==> src/rtl/zx_cpu_clock.sv <==
// zx_cpu_clock: CPU/pixel clock-enable generator with ULA contention, turbo rates and stall watchdog
module zx_cpu_clock #(
  parameter int DIV_BITS  = 4,
  parameter int MAX_TURBO = 2,
  parameter int PIX_SHIFT = 3,
  parameter int MAX_STALL = 6
) (
  input  logic                               clock,
  input  logic                               reset,
  input  logic                               power,
  input  logic [$clog2(MAX_TURBO+1)-1:0]     turbo,
  input  logic                               contend_en,
  input  logic                               vdu_window,
  input  logic                               mreq_n,
  input  logic                               io_ula_n,
  input  logic                               addr_contended,
  output logic                               pe_raw,
  output logic                               ne_raw,
  output logic                               pe_cpu,
  output logic                               ne_cpu,
  output logic                               pce,
  output logic                               stall,
  output logic [$clog2(MAX_TURBO+1)-1:0]     turbo_cur
);
  localparam int TW  = $clog2(MAX_TURBO + 1);
  localparam int SCW = $clog2(MAX_STALL + 1);
  localparam logic [TW-1:0] TMAX = TW'(MAX_TURBO);
  localparam logic [DIV_BITS-1:0] PMASK = {DIV_BITS{1'b1}} >> (DIV_BITS - PIX_SHIFT);
  logic [DIV_BITS-1:0] cnt, mask, phase;
  logic [SCW-1:0] stall_cnt;
  logic live, acc, access, stall_set;
  // mask selects the low S bits of cnt; its top set bit marks the rising phase
  assign live      = power & ~reset;
  assign mask      = {DIV_BITS{1'b1}} >> turbo_cur;
  assign phase     = cnt & mask;
  assign ne_raw    = live & (phase == '0);
  assign pe_raw    = live & (phase == (mask ^ (mask >> 1)));
  assign pce       = live & ((cnt & PMASK) == '0);
  assign ne_cpu    = ne_raw & ~stall;
  assign pe_cpu    = pe_raw & ~stall;
  assign access    = (~mreq_n & addr_contended) | ~io_ula_n;
  assign stall_set = contend_en && turbo_cur == '0 && vdu_window && acc && stall_cnt < SCW'(MAX_STALL);
  always_ff @(posedge clock or posedge reset)
    if (reset) begin
      cnt       <= '0;
      turbo_cur <= '0;
      acc       <= 1'b0;
      stall     <= 1'b0;
      stall_cnt <= '0;
    end else if (power) begin
      cnt <= cnt + 1'b1;
      if (&cnt) turbo_cur <= turbo > TMAX ? TMAX : turbo;
      acc <= (turbo_cur != '0 || !contend_en) ? 1'b0 : pe_cpu ? access : acc;
      if (ne_raw) begin
        stall     <= stall_set;
        stall_cnt <= stall_set ? stall_cnt + 1'b1 : '0;
      end
    end
endmodule
==> config.mk <==
export PLATFORM = sky130hd
export DESIGN_NAME = zx_cpu_clock
export DESIGN_NICKNAME = d
export VERILOG_FILES = /design/src/rtl/zx_cpu_clock.sv
export SDC_FILE = /design/constraint.sdc
export NUM_CORES = 1
export LEC_CHECK = 0
export ABC_AREA = 0
export BUFFER_PORTS_ARGS = -buffer_cell sky130_fd_sc_hd__buf_4
export CAP_MARGIN = 20
export CELL_PAD_IN_SITES_DETAIL_PLACEMENT = 0
export CELL_PAD_IN_SITES_GLOBAL_PLACEMENT = 1
export CORE_MARGIN = 8
export CORE_UTILIZATION = 40
export DETAILED_ROUTE_END_ITERATION = 12
export PLACE_DENSITY_LB_ADDON = 0.1
export SLEW_MARGIN = 20
export SYNTH_ARGS = -nofsm -noshare
export SYNTH_HDL_FRONTEND = slang
export SYNTH_SLANG_ARGS = --single-unit
export TNS_END_PERCENT = 5
==> constraint.sdc <==
create_clock -name clock -period 3.2 [get_ports clock]
set_input_delay 0.48 -clock clock [delete_from_list [all_inputs] [get_ports clock]]
set_output_delay 0.48 -clock clock [all_outputs]
set_load 0.01 [all_outputs]
==> results.sh, run 1 <==
export IMPL_fmax_mhz=478
export IMPL_cellPowerDensity_mw_per_mm2=770
export IMPL_setup_tns_final_ns=0
export IMPL_path_class="reg2out"
export IMPL_maxSlewViolCount=0
export IMPL_cap_viol_max_count=0
export IMPL_async_flop_share_pct=100
export IMPL_worstPathRequired_ns=2.72
export IMPL_cts_made_buffers=3
export IMPL_ir_worst_vdd_mv=0.485
export IMPL_post_dp_hpwl_um=1130
export IMPL_synth_cells=71
export IMPL_cts_tree="done"
export IMPL_fill_cells=153
export IMPL_synth_largest_area_cell="dfrtp_1"
export IMPL_grt_use_total_pct=9.44
export IMPL_grt_max_degree=12
export IMPL_dr_pass1_iters=3
export IMPL_wirelength_um=1470
export IMPL_grt_pass1_vias=565
export IMPL_skew_ns=0.000214
export IMPL_cts_hold_buffers=0
export IMPL_ys_warn_count=0
export IMPL_dpl_cell_area_um2=818
export IMPL_dieArea_mm2=0.00324
export IMPL_cp_arrival_ns=1.61
export IMPL_synthAdderAreaFrac_pct=5.60
export IMPL_crit_slowest_cell="dfrtp_1"
export IMPL_synthSimpleGateAreaFrac_pct=25.7
export IMPL_fp_dieW_um=56.9
export IMPL_grt_pass1_wl_um=2490
export IMPL_crit_path_cell_trace="nor2b_1, o32ai_1, nor4_2, buf_4"
export IMPL_cts_path_max_buffers=2
export IMPL_ios=18
export IMPL_syn_cell_area_um2=671
export IMPL_p_leak_nw=0.408
export IMPL_worst_slew_pin_slew_ns=0.442
export IMPL_outcome="complete, no violations"
export IMPL_core_mm2=0.00154
export IMPL_rsz0062_at_grt="false"
export IMPL_nets=106
export IMPL_ys_seq_elements=11
export IMPL_detail_route_vias_per_cell=5.32
export IMPL_crit_path_start_kind="flip-flop"
export IMPL_r2r_setup_slack_ns=1.66
export IMPL_drt_iter0_drc=9
export IMPL_synthTopCellsByArea="dfrtp_1 41%, ha_1 5.6%, nand2_1 5.6%, o21ai_0 4.5%, inv_1 4.5%"
export IMPL_htreeDepth=1
export IMPL_area_growth_pct=25.9
export IMPL_gp_congestion=0.791
export IMPL_min_period_over_period_pct=65.3
export IMPL_ant_nets=0
export IMPL_synth_compound_area_share_pct=16.0
export IMPL_avgSynthCellArea_um2=9.45
export IMPL_clock_sinks=11
export IMPL_rows=14
export IMPL_antenna_found_initial=0
export IMPL_setup_viol=0
export IMPL_synth_ff_type="dfrtp_1"
export IMPL_syn_num_nets=84
export IMPL_stdcell_area_um2=845
export IMPL_yosysSeqAreaShare_pct=41.0
export IMPL_power_uw=650
export IMPL_clockRootBuffer="clkbuf_4"
export IMPL_synth_xor_area_share_pct=3.92
export IMPL_critical_path_peak_fanout=8
export IMPL_io_buffer_count=17
export IMPL_hold_viol_final=0
export IMPL_synth_distinct_cells=29
export IMPL_reg2reg_depth=4
export IMPL_reg2reg_to="stall_cnt[2]"
export IMPL_drive_above_1_share_pct=32.6
export IMPL_synth_edf_count=0
export IMPL_drc=0
export IMPL_crit_path_max_incr_delay_ns=0.45
export IMPL_synth_mux_area_share_pct=3.17
export IMPL_synth_top_family_by_area="simple AND/OR/NAND/NOR gates"
export IMPL_max_slew_margin_pct=70.5
export IMPL_antenna_cells=0
export IMPL_clock_latency_ns=0.27
export IMPL_endpoint_kind="primary output"
export IMPL_grt_overflow=0
export IMPL_clk_pin_slew_worst_paths_ns=0.07
export IMPL_cts_resized=0
export IMPL_hold_path_class="in2async"
export IMPL_timing_rr_start="turbo_cur[1]"
export IMPL_wl_per_cell_um=13.6
export IMPL_vias=575
export IMPL_start_util_pct=43.5
export IMPL_synth_top_area_share_pct=41.0
export IMPL_die_h_um=56.9
export IMPL_post_cts_buffers=0
export IMPL_period_needed_ns=2.09
## how the worst max path moves through the flow
| stage | start | endpoint | slack, ns | depth (start not counted) |
|---|---|---|---|---|
| floorplan | reset | ne_cpu | 1.38 | 3 |
| global placement | reset | ne_cpu | 1.23 | 5 |
| detailed placement | reset | ne_cpu | 1.21 | 5 |
| CTS | turbo_cur[0] | pe_cpu | 1.10 | 4 |
| global route | cnt[2] | pe_cpu | 0.93 | 4 |
| finish | turbo_cur[0] | pe_cpu | 1.11 | 4 |
## worst max-delay path: cells and delay by family, from the launching register on
| family | cells | cell delay, ns |
|---|---|---|
| AOI/OAI and AO/OA | 1 | 0.14 |
| buffers and inverters | 1 | 0.19 |
| DFF | 1 | 0.45 |
| and+or+nand+nor | 2 | 0.55 |
## cell type report
cell class / count / area (µm²) / share of cell area [%]
clock buffer: 4 / 26.3 / 3.11
inverter: 8 / 30.0 / 3.56
multi-input combinational: 52 / 365 / 43.3
sequential: 11 / 275 / 32.6
tap: 16 / 20.0 / 2.37
timing repair buffer: 17 / 128 / 15.1
## report_power, final
part	switching, mW	leakage, nW	internal, mW
Combinational	0.142	0.251	0.144
Clock	0.0482	0.0150	0.0482
Sequential	0.0800	0.142	0.187
## stage by stage
step / std cells / worst slack [ns] / util, % / hold slack [ns]
6_report: 108 / 1.11 / 54.8 / 0.214
5_1_grt: 108 / 0.933 / 54.8 / 0.247
4_1_cts: 108 / 1.10 / 54.8 / 0.230
3_5_place_dp: 104 / 1.21 / 53.1 / 0.488
3_3_place_gp: 104 / 1.23 / 53.1 / 0.479
2_1_floorplan: 71 / 1.38 / - / 0.332
## flip-flops by register name (all words and copies together), names as in the netlist
| signal | count |
|---|---|
| stall | 1 |
| cnt | 4 |
| stall_cnt | 3 |
| turbo_cur | 2 |
| acc | 1 |
## kinds of logic (layout without fill, tap and decap cells)
logic type                 Yosys count  count (layout)
AOI/OAI and AO/OA                   15              15
xor gates and xnor gates             3               3
adders and majority gates            3               3
buffers and inverters                8              29
DFF                                 11              11
muxes                                2               2
and+or+nand+nor                     29              29
## cells in the mapped netlist (all sizes together), types with 2 or more instances
cell / n
a211oi: 2
nand2b: 4
nor3: 3
o21ai: 7
inv: 8
ha: 3
a21o: 2
nand2: 10
xnor2: 2
nor2: 2
dfrtp: 11
nor3b: 2
nand4: 2
## routing by layer
layer  routed length, µm  vias to the layer above  share of wire (%)  GRT usage, %
met3                 113                        2                7.7          3.98
met2                 626                       18                 43          12.4
met1                 720                      270                 49          12.6
li1                    -                      285                  -             -
met5                   0                        -                  0             0
met4                  10                        0               0.68          5.03
## cell usage in the layout, fill, tap and decap left out, types with 3 or more instances in the layout
master	instances
buf_4	17
clkbuf_4	3
dfrtp_1	11
ha_1	3
inv_1	8
nand2_1	10
nand2b_1	3
nor3_1	3
o21ai_0	6
No activity file was read; power rests on OpenSTA's default activity.
==> inputs of run 2 (changes only) <==
--- a/config.mk
+++ b/config.mk
@@ -10,8 +10,9 @@
 export CAP_MARGIN = 20
 export CELL_PAD_IN_SITES_DETAIL_PLACEMENT = 0
 export CELL_PAD_IN_SITES_GLOBAL_PLACEMENT = 1
+export CORE_ASPECT_RATIO = 0.75
 export CORE_MARGIN = 8
-export CORE_UTILIZATION = 40
+export CORE_UTILIZATION = 37
 export DETAILED_ROUTE_END_ITERATION = 12
 export PLACE_DENSITY_LB_ADDON = 0.1
 export SLEW_MARGIN = 20
==> constraint.sdc (replaced) <==
create_clock -name clock -period 2 [get_ports clock]
set_input_delay 0.3 -clock clock [delete_from_list [all_inputs] [get_ports clock]]
set_output_delay 0.3 -clock clock [all_outputs]
set_load 0.01 [all_outputs]
==> run 2 against run 1 <==
Effect of this change: clock-buffer cell count unchanged; highest routed layer unchanged; first-iteration DRC count increased by 22%; core utilization decreased by 3.2 points; routed wire length increased by 8.6%; sequential cell count unchanged; final cell count increased by 8.3%.
==> results.sh, run 2 (synthesis results as in run 1) <==
export IMPL_setup_tns_final_ns=0
export IMPL_hold_viol_final=0
export IMPL_worst_slew_pin_slew_ns=0.435
export IMPL_cts_hold_buffers=0
export IMPL_crit_slowest_cell="dfrtp_2"
export IMPL_outcome="complete, no violations"
export IMPL_reg_top3="cnt x4, stall_cnt x3, turbo_cur x2"
export IMPL_layout_commonest_cell="buf_4"
export IMPL_detail_route_vias_per_cell=5.04
export IMPL_die_h_um=52.9
export IMPL_fp_dieW_um=65.2
export IMPL_setup_viol=0
export IMPL_area_growth_pct=32.6
export IMPL_critical_path_peak_fanout=6
export IMPL_cts_path_max_buffers=2
export IMPL_cellPowerDensity_mw_per_mm2=1270
export IMPL_vias=590
export IMPL_fill_cells=181
export IMPL_clockRootBuffer="clkbuf_4"
export IMPL_htreeDepth=1
export IMPL_power_mw=1.13
export IMPL_wl_per_cell_um=13.7
export IMPL_cp_top_family="simple AND/OR/NAND/NOR gates"
export IMPL_crit_path_max_incr_delay_ns=0.46
export IMPL_ios=18
export IMPL_start_util_pct=38.9
export IMPL_grt_max_degree=12
export IMPL_clk_pin_slew_worst_paths_ns=0.07
export IMPL_endpoint_kind="primary output"
export IMPL_dr_pass1_iters=2
export IMPL_gp_congestion=0.843
export IMPL_post_dp_hpwl_um=1230
export IMPL_max_slew_margin_pct=71.0
export IMPL_p_leak_nw=0.428
export IMPL_crit_path_start_kind="flip-flop"
export IMPL_ant_nets=0
export IMPL_drive_above_1_share_pct=38.9
export IMPL_drc=0
export IMPL_grt_use_total_pct=9.71
export IMPL_worstPathRequired_ns=1.70
export IMPL_ir_worst_vdd_mv=0.958
export IMPL_maxSlewViolCount=0
export IMPL_regMostFlops="cnt"
export IMPL_skew_ns=0.00497
export IMPL_cap_viol_max_count=0
export IMPL_dp_cells=110
export IMPL_io_buffer_count=17
export IMPL_cp_arrival_ns=1.54
export IMPL_final_cell_mix="20 x buf_4, 10 x nand2_1, 9 x dfrtp_1, 8 x inv_1, 6 x o21ai_0"
export IMPL_rsz0062_at_grt="false"
export IMPL_drt_iter0_drc=11
export IMPL_grt_overflow=0
export IMPL_antenna_found_initial=0
export IMPL_cts_tree="done"
export IMPL_worstPathBufferInverterCount=1
export IMPL_antenna_cells=0
export IMPL_min_period_over_period_pct=92.2
export IMPL_hold_path_class="in2async"
export IMPL_clock_latency_ns=0.27
export IMPL_wirelength_um=1600
export IMPL_crit_path_cell_trace="nor3b_2, o32ai_1, nor4_2, buf_4"
export IMPL_multiInputGateArea_um2=378
export IMPL_clock_sinks=11
export IMPL_ff_latch_area_um2=278
export IMPL_stdcell_area_um2=890
export IMPL_grt_pass1_wl_um=2620
export IMPL_path_class="reg2out"
export IMPL_period_needed_ns=1.84
export IMPL_fmax_mhz=542
export IMPL_cts_made_buffers=3
export IMPL_grt_pass1_vias=575
export IMPL_final_instance_count_excl_fill=117
export IMPL_largest_register_ffs=4
export IMPL_rows=13
export IMPL_dieArea_mm2=0.00345
export IMPL_fin_util_pct=51.6
export IMPL_core_mm2=0.00172
export IMPL_nets=109
export IMPL_dpl_cell_area_um2=826
-- run 2: worst paths after layout --
kind	startpoint	to	slack (ns)	cells after the start
setup / recovery	turbo_cur[0]	pe_cpu	0.16	4
hold / removal	reset	acc	0.03	2
setup reg to reg	turbo_cur[0]	stall_cnt[2]	0.37	5
hold reg to reg	stall_cnt[0]	stall_cnt[0]	0.49	1
max in group asynchronous	reset	turbo_cur[0]	1.64	2
min in group clock	power	cnt[0]	0.27	2
-- run 2: where the power goes --
group | internal, mW | switching, mW | total, mW
Sequential | 0.304 | 0.133 | 0.437
Clock | 0.0772 | 0.0749 | 0.152
Combinational | 0.283 | 0.258 | 0.541
-- run 2: cell type report --
type	count	area share [%]
Tap cell	22	3.09
Multi-Input combinational cell	52	42.5
Inverter	8	3.38
Timing Repair Buffer	20	16.9
Sequential cell	11	31.2
Clock buffer	4	2.95
-- run 2: timing repair --
item | in CTS | in global routing
gates resized for setup | 0 | 5
endpoints found under the setup margin | 0 | 1
endpoints found under the hold margin | 0 | 0
buffers inserted | 0 | 3
-- run 2: stage by stage --
stage          setup WS, ns  hold slack, ns
6_report              0.156          0.0316
3_5_place_dp          0.373           0.333
3_3_place_gp          0.367           0.339
5_1_grt             0.00256          0.0601
2_1_floorplan         0.529           0.152
4_1_cts              0.0742          0.0409
-- run 2: worst register-to-register path, cell delays in order (launching register included) --
cell      delay (ns)
dfrtp_2         0.46
buf_4           0.16
or3b_4          0.39
a211oi_4        0.29
nand3_2         0.13
o22ai_1         0.13
-- run 2: metal layers --
| layer | GRT usage (%) | vias to the layer above | routed length (µm) |
|---|---|---|---|
| met2 | 14.0 | 16 | 657 |
| met1 | 12.5 | 273 | 826 |
| met4 | 4.33 | 0 | 8 |
| met5 | 0 | - | 0 |
| li1 | - | 299 | - |
| met3 | 3.79 | 2 | 105 |
==> inputs of run 3 (changes only) <==
==> constraint.sdc (replaced) <==
create_clock -name clock -period 1.98 [get_ports clock]
set_input_delay 0.297 -clock clock [delete_from_list [all_inputs] [get_ports clock]]
set_output_delay 0.297 -clock clock [all_outputs]
set_load 0.01 [all_outputs]
==> run 3 against run 2 <==
Effect of this change: first-iteration DRC count fell by 18%; clock power about the same; sequential cell count stayed put; critical endpoint unchanged; largest cell class unchanged; highest routed layer unchanged.
==> results.sh, run 3 (synthesis results as in run 1) <==
export IMPL_stdcell_area_um2=897
export IMPL_wl_per_cell_um=14.1
export IMPL_dp_cells=110
export IMPL_gp_congestion=0.843
export IMPL_grt_pass1_wl_um=2620
export IMPL_crit_path_cell_trace="nor3b_2, o32ai_2, nor4_2, buf_4"
export IMPL_place_ws_ns=0.356
export IMPL_outcome="complete, no violations"
export IMPL_setup_viol=0
export IMPL_grt_max_degree=12
export IMPL_min_period_over_period_pct=95.9
export IMPL_dr_pass1_iters=4
export IMPL_rows=13
export IMPL_startpoint="turbo_cur[0]"
export IMPL_nets=109
export IMPL_cp_endpoint="pe_cpu"
export IMPL_path_class="reg2out"
export IMPL_p_leak_nw=0.430
export IMPL_endpoint_kind="primary output"
export IMPL_ios=18
export IMPL_cts_path_max_buffers=2
export IMPL_antenna_cells=0
export IMPL_regMostFlops="cnt"
export IMPL_hold_viol_final=0
export IMPL_critical_path_peak_fanout=6
export IMPL_crit_slowest_cell="dfrtp_2"
export IMPL_setup_tns_final_ns=0
export IMPL_fp_dieW_um=65.2
export IMPL_final_instance_count_excl_fill=117
export IMPL_core_mm2=0.00172
export IMPL_clock_sinks=11
export IMPL_die_h_um=52.9
export IMPL_grt_pass1_vias=575
export IMPL_detail_route_vias_per_cell=4.91
export IMPL_grt_overflow=0
export IMPL_drive_above_1_share_pct=40.0
export IMPL_ir_worst_vdd_mv=0.982
export IMPL_wirelength_um=1650
export IMPL_io_buffer_count=17
export IMPL_clk_pin_slew_worst_paths_ns=0.07
export IMPL_drc=0
export IMPL_reg2reg_depth=5
export IMPL_antenna_found_initial=0
export IMPL_skew_ns=0.00703
export IMPL_crit_path_start_kind="flip-flop"
export IMPL_drt_iter0_drc=9
export IMPL_reg2reg_to="stall_cnt[2]"
export IMPL_layout_commonest_cell="buf_4"
export IMPL_final_cell_mix="20 x buf_4, 10 x nand2_1, 9 x dfrtp_1, 8 x inv_1, 6 x o21ai_0"
export IMPL_fin_hold_ws_ns=0.0282
export IMPL_worst_slew_pin_slew_ns=0.437
export IMPL_crit_path_max_incr_delay_ns=0.46
export IMPL_r2r_setup_slack_ns=0.35
export IMPL_vias=574
export IMPL_ant_nets=0
export IMPL_hold_path_class="in2async"
export IMPL_fill_cells=182
export IMPL_maxSlewViolCount=0
export IMPL_max_slew_margin_pct=70.9
export IMPL_grt_use_total_pct=9.71
export IMPL_cellPowerDensity_mw_per_mm2=1300
export IMPL_worst_slack_ns=0.0807
export IMPL_htreeDepth=1
export IMPL_timing_rr_start="turbo_cur[0]"
export IMPL_multiInputGateArea_um2=385
export IMPL_cts_tree="done"
export IMPL_reg_top3="cnt x4, stall_cnt x3, turbo_cur x2"
export IMPL_start_util_pct=38.9
export IMPL_ff_latch_area_um2=278
export IMPL_cp_arrival_ns=1.60
export IMPL_clockRootBuffer="clkbuf_4"
export IMPL_cap_viol_max_count=0
export IMPL_worstPathRequired_ns=1.68
export IMPL_largest_register_ffs=4
export IMPL_clock_latency_ns=0.27
export IMPL_dieArea_mm2=0.00345
export IMPL_dpl_cell_area_um2=826
export IMPL_period_needed_ns=1.90
export IMPL_post_dp_hpwl_um=1230
export IMPL_cts_hold_buffers=0
export IMPL_area_growth_pct=33.8
export IMPL_fmax_mhz=527
export IMPL_cts_made_buffers=3
run 3: cell counts in the layout (fill, tap and decap cells not counted):
No cell type changed its count.
run 3: how the worst min path moves through the flow:
stage	slack (ns)	end	start	depth (start not counted)
global route	0.06	stall_cnt[2]	reset	2
CTS	0.04	acc	reset	2
floorplan	0.15	acc	reset	1
detailed placement	0.33	stall_cnt[2]	reset	2
global placement	0.34	cnt[0]	reset	2
finish	0.03	acc	reset	2
run 3: stage by stage:
| step | power (mW) | util [%] |
|---|---|---|
| after floorplan | 0.742 | - |
| after CTS | 1.07 | 49.4 |
| after global placement | 0.904 | 47.9 |
| final | 1.17 | 52.0 |
| after global routing | 1.25 | 52.0 |
| after detailed placement | 0.915 | 47.9 |
run 3: what timing repair did:
item                                    4_1_cts  5_1_grt
endpoints found under the setup margin        0        1
setup buffers                                 0        3
resized for setup                             0        6
run 3: report_power, final:
part           internal, mW  switching [mW]
Clock                0.0779          0.0751
Sequential            0.307           0.135
Combinational         0.296           0.275
Total                 0.681           0.486
run 3: routing by layer:
| metal | part of all wire, % | GRT usage [%] |
|---|---|---|
| met1 | 51 | 12.5 |
| met2 | 42 | 14.0 |
| met3 | 6.4 | 3.79 |
| met4 | 0.48 | 4.33 |
| met5 | 0 | 0 |
run 3: area by class of cell:
cell class	count	area share, %
Timing Repair Buffer	20	16.7
Tap cell	22	3.07
Multi-Input combinational cell	52	43.0
Inverter	8	3.35
Clock buffer	4	2.93
Sequential cell	11	31.0
run 3: critical path: cells and delay by family (launching register included):
kind / cells / cell delay [ns]
AOI/OAI and AO/OA: 1 / 0.13
buffers and inverters: 1 / 0.18
DFF: 1 / 0.46
and+or+nand+nor: 2 / 0.56
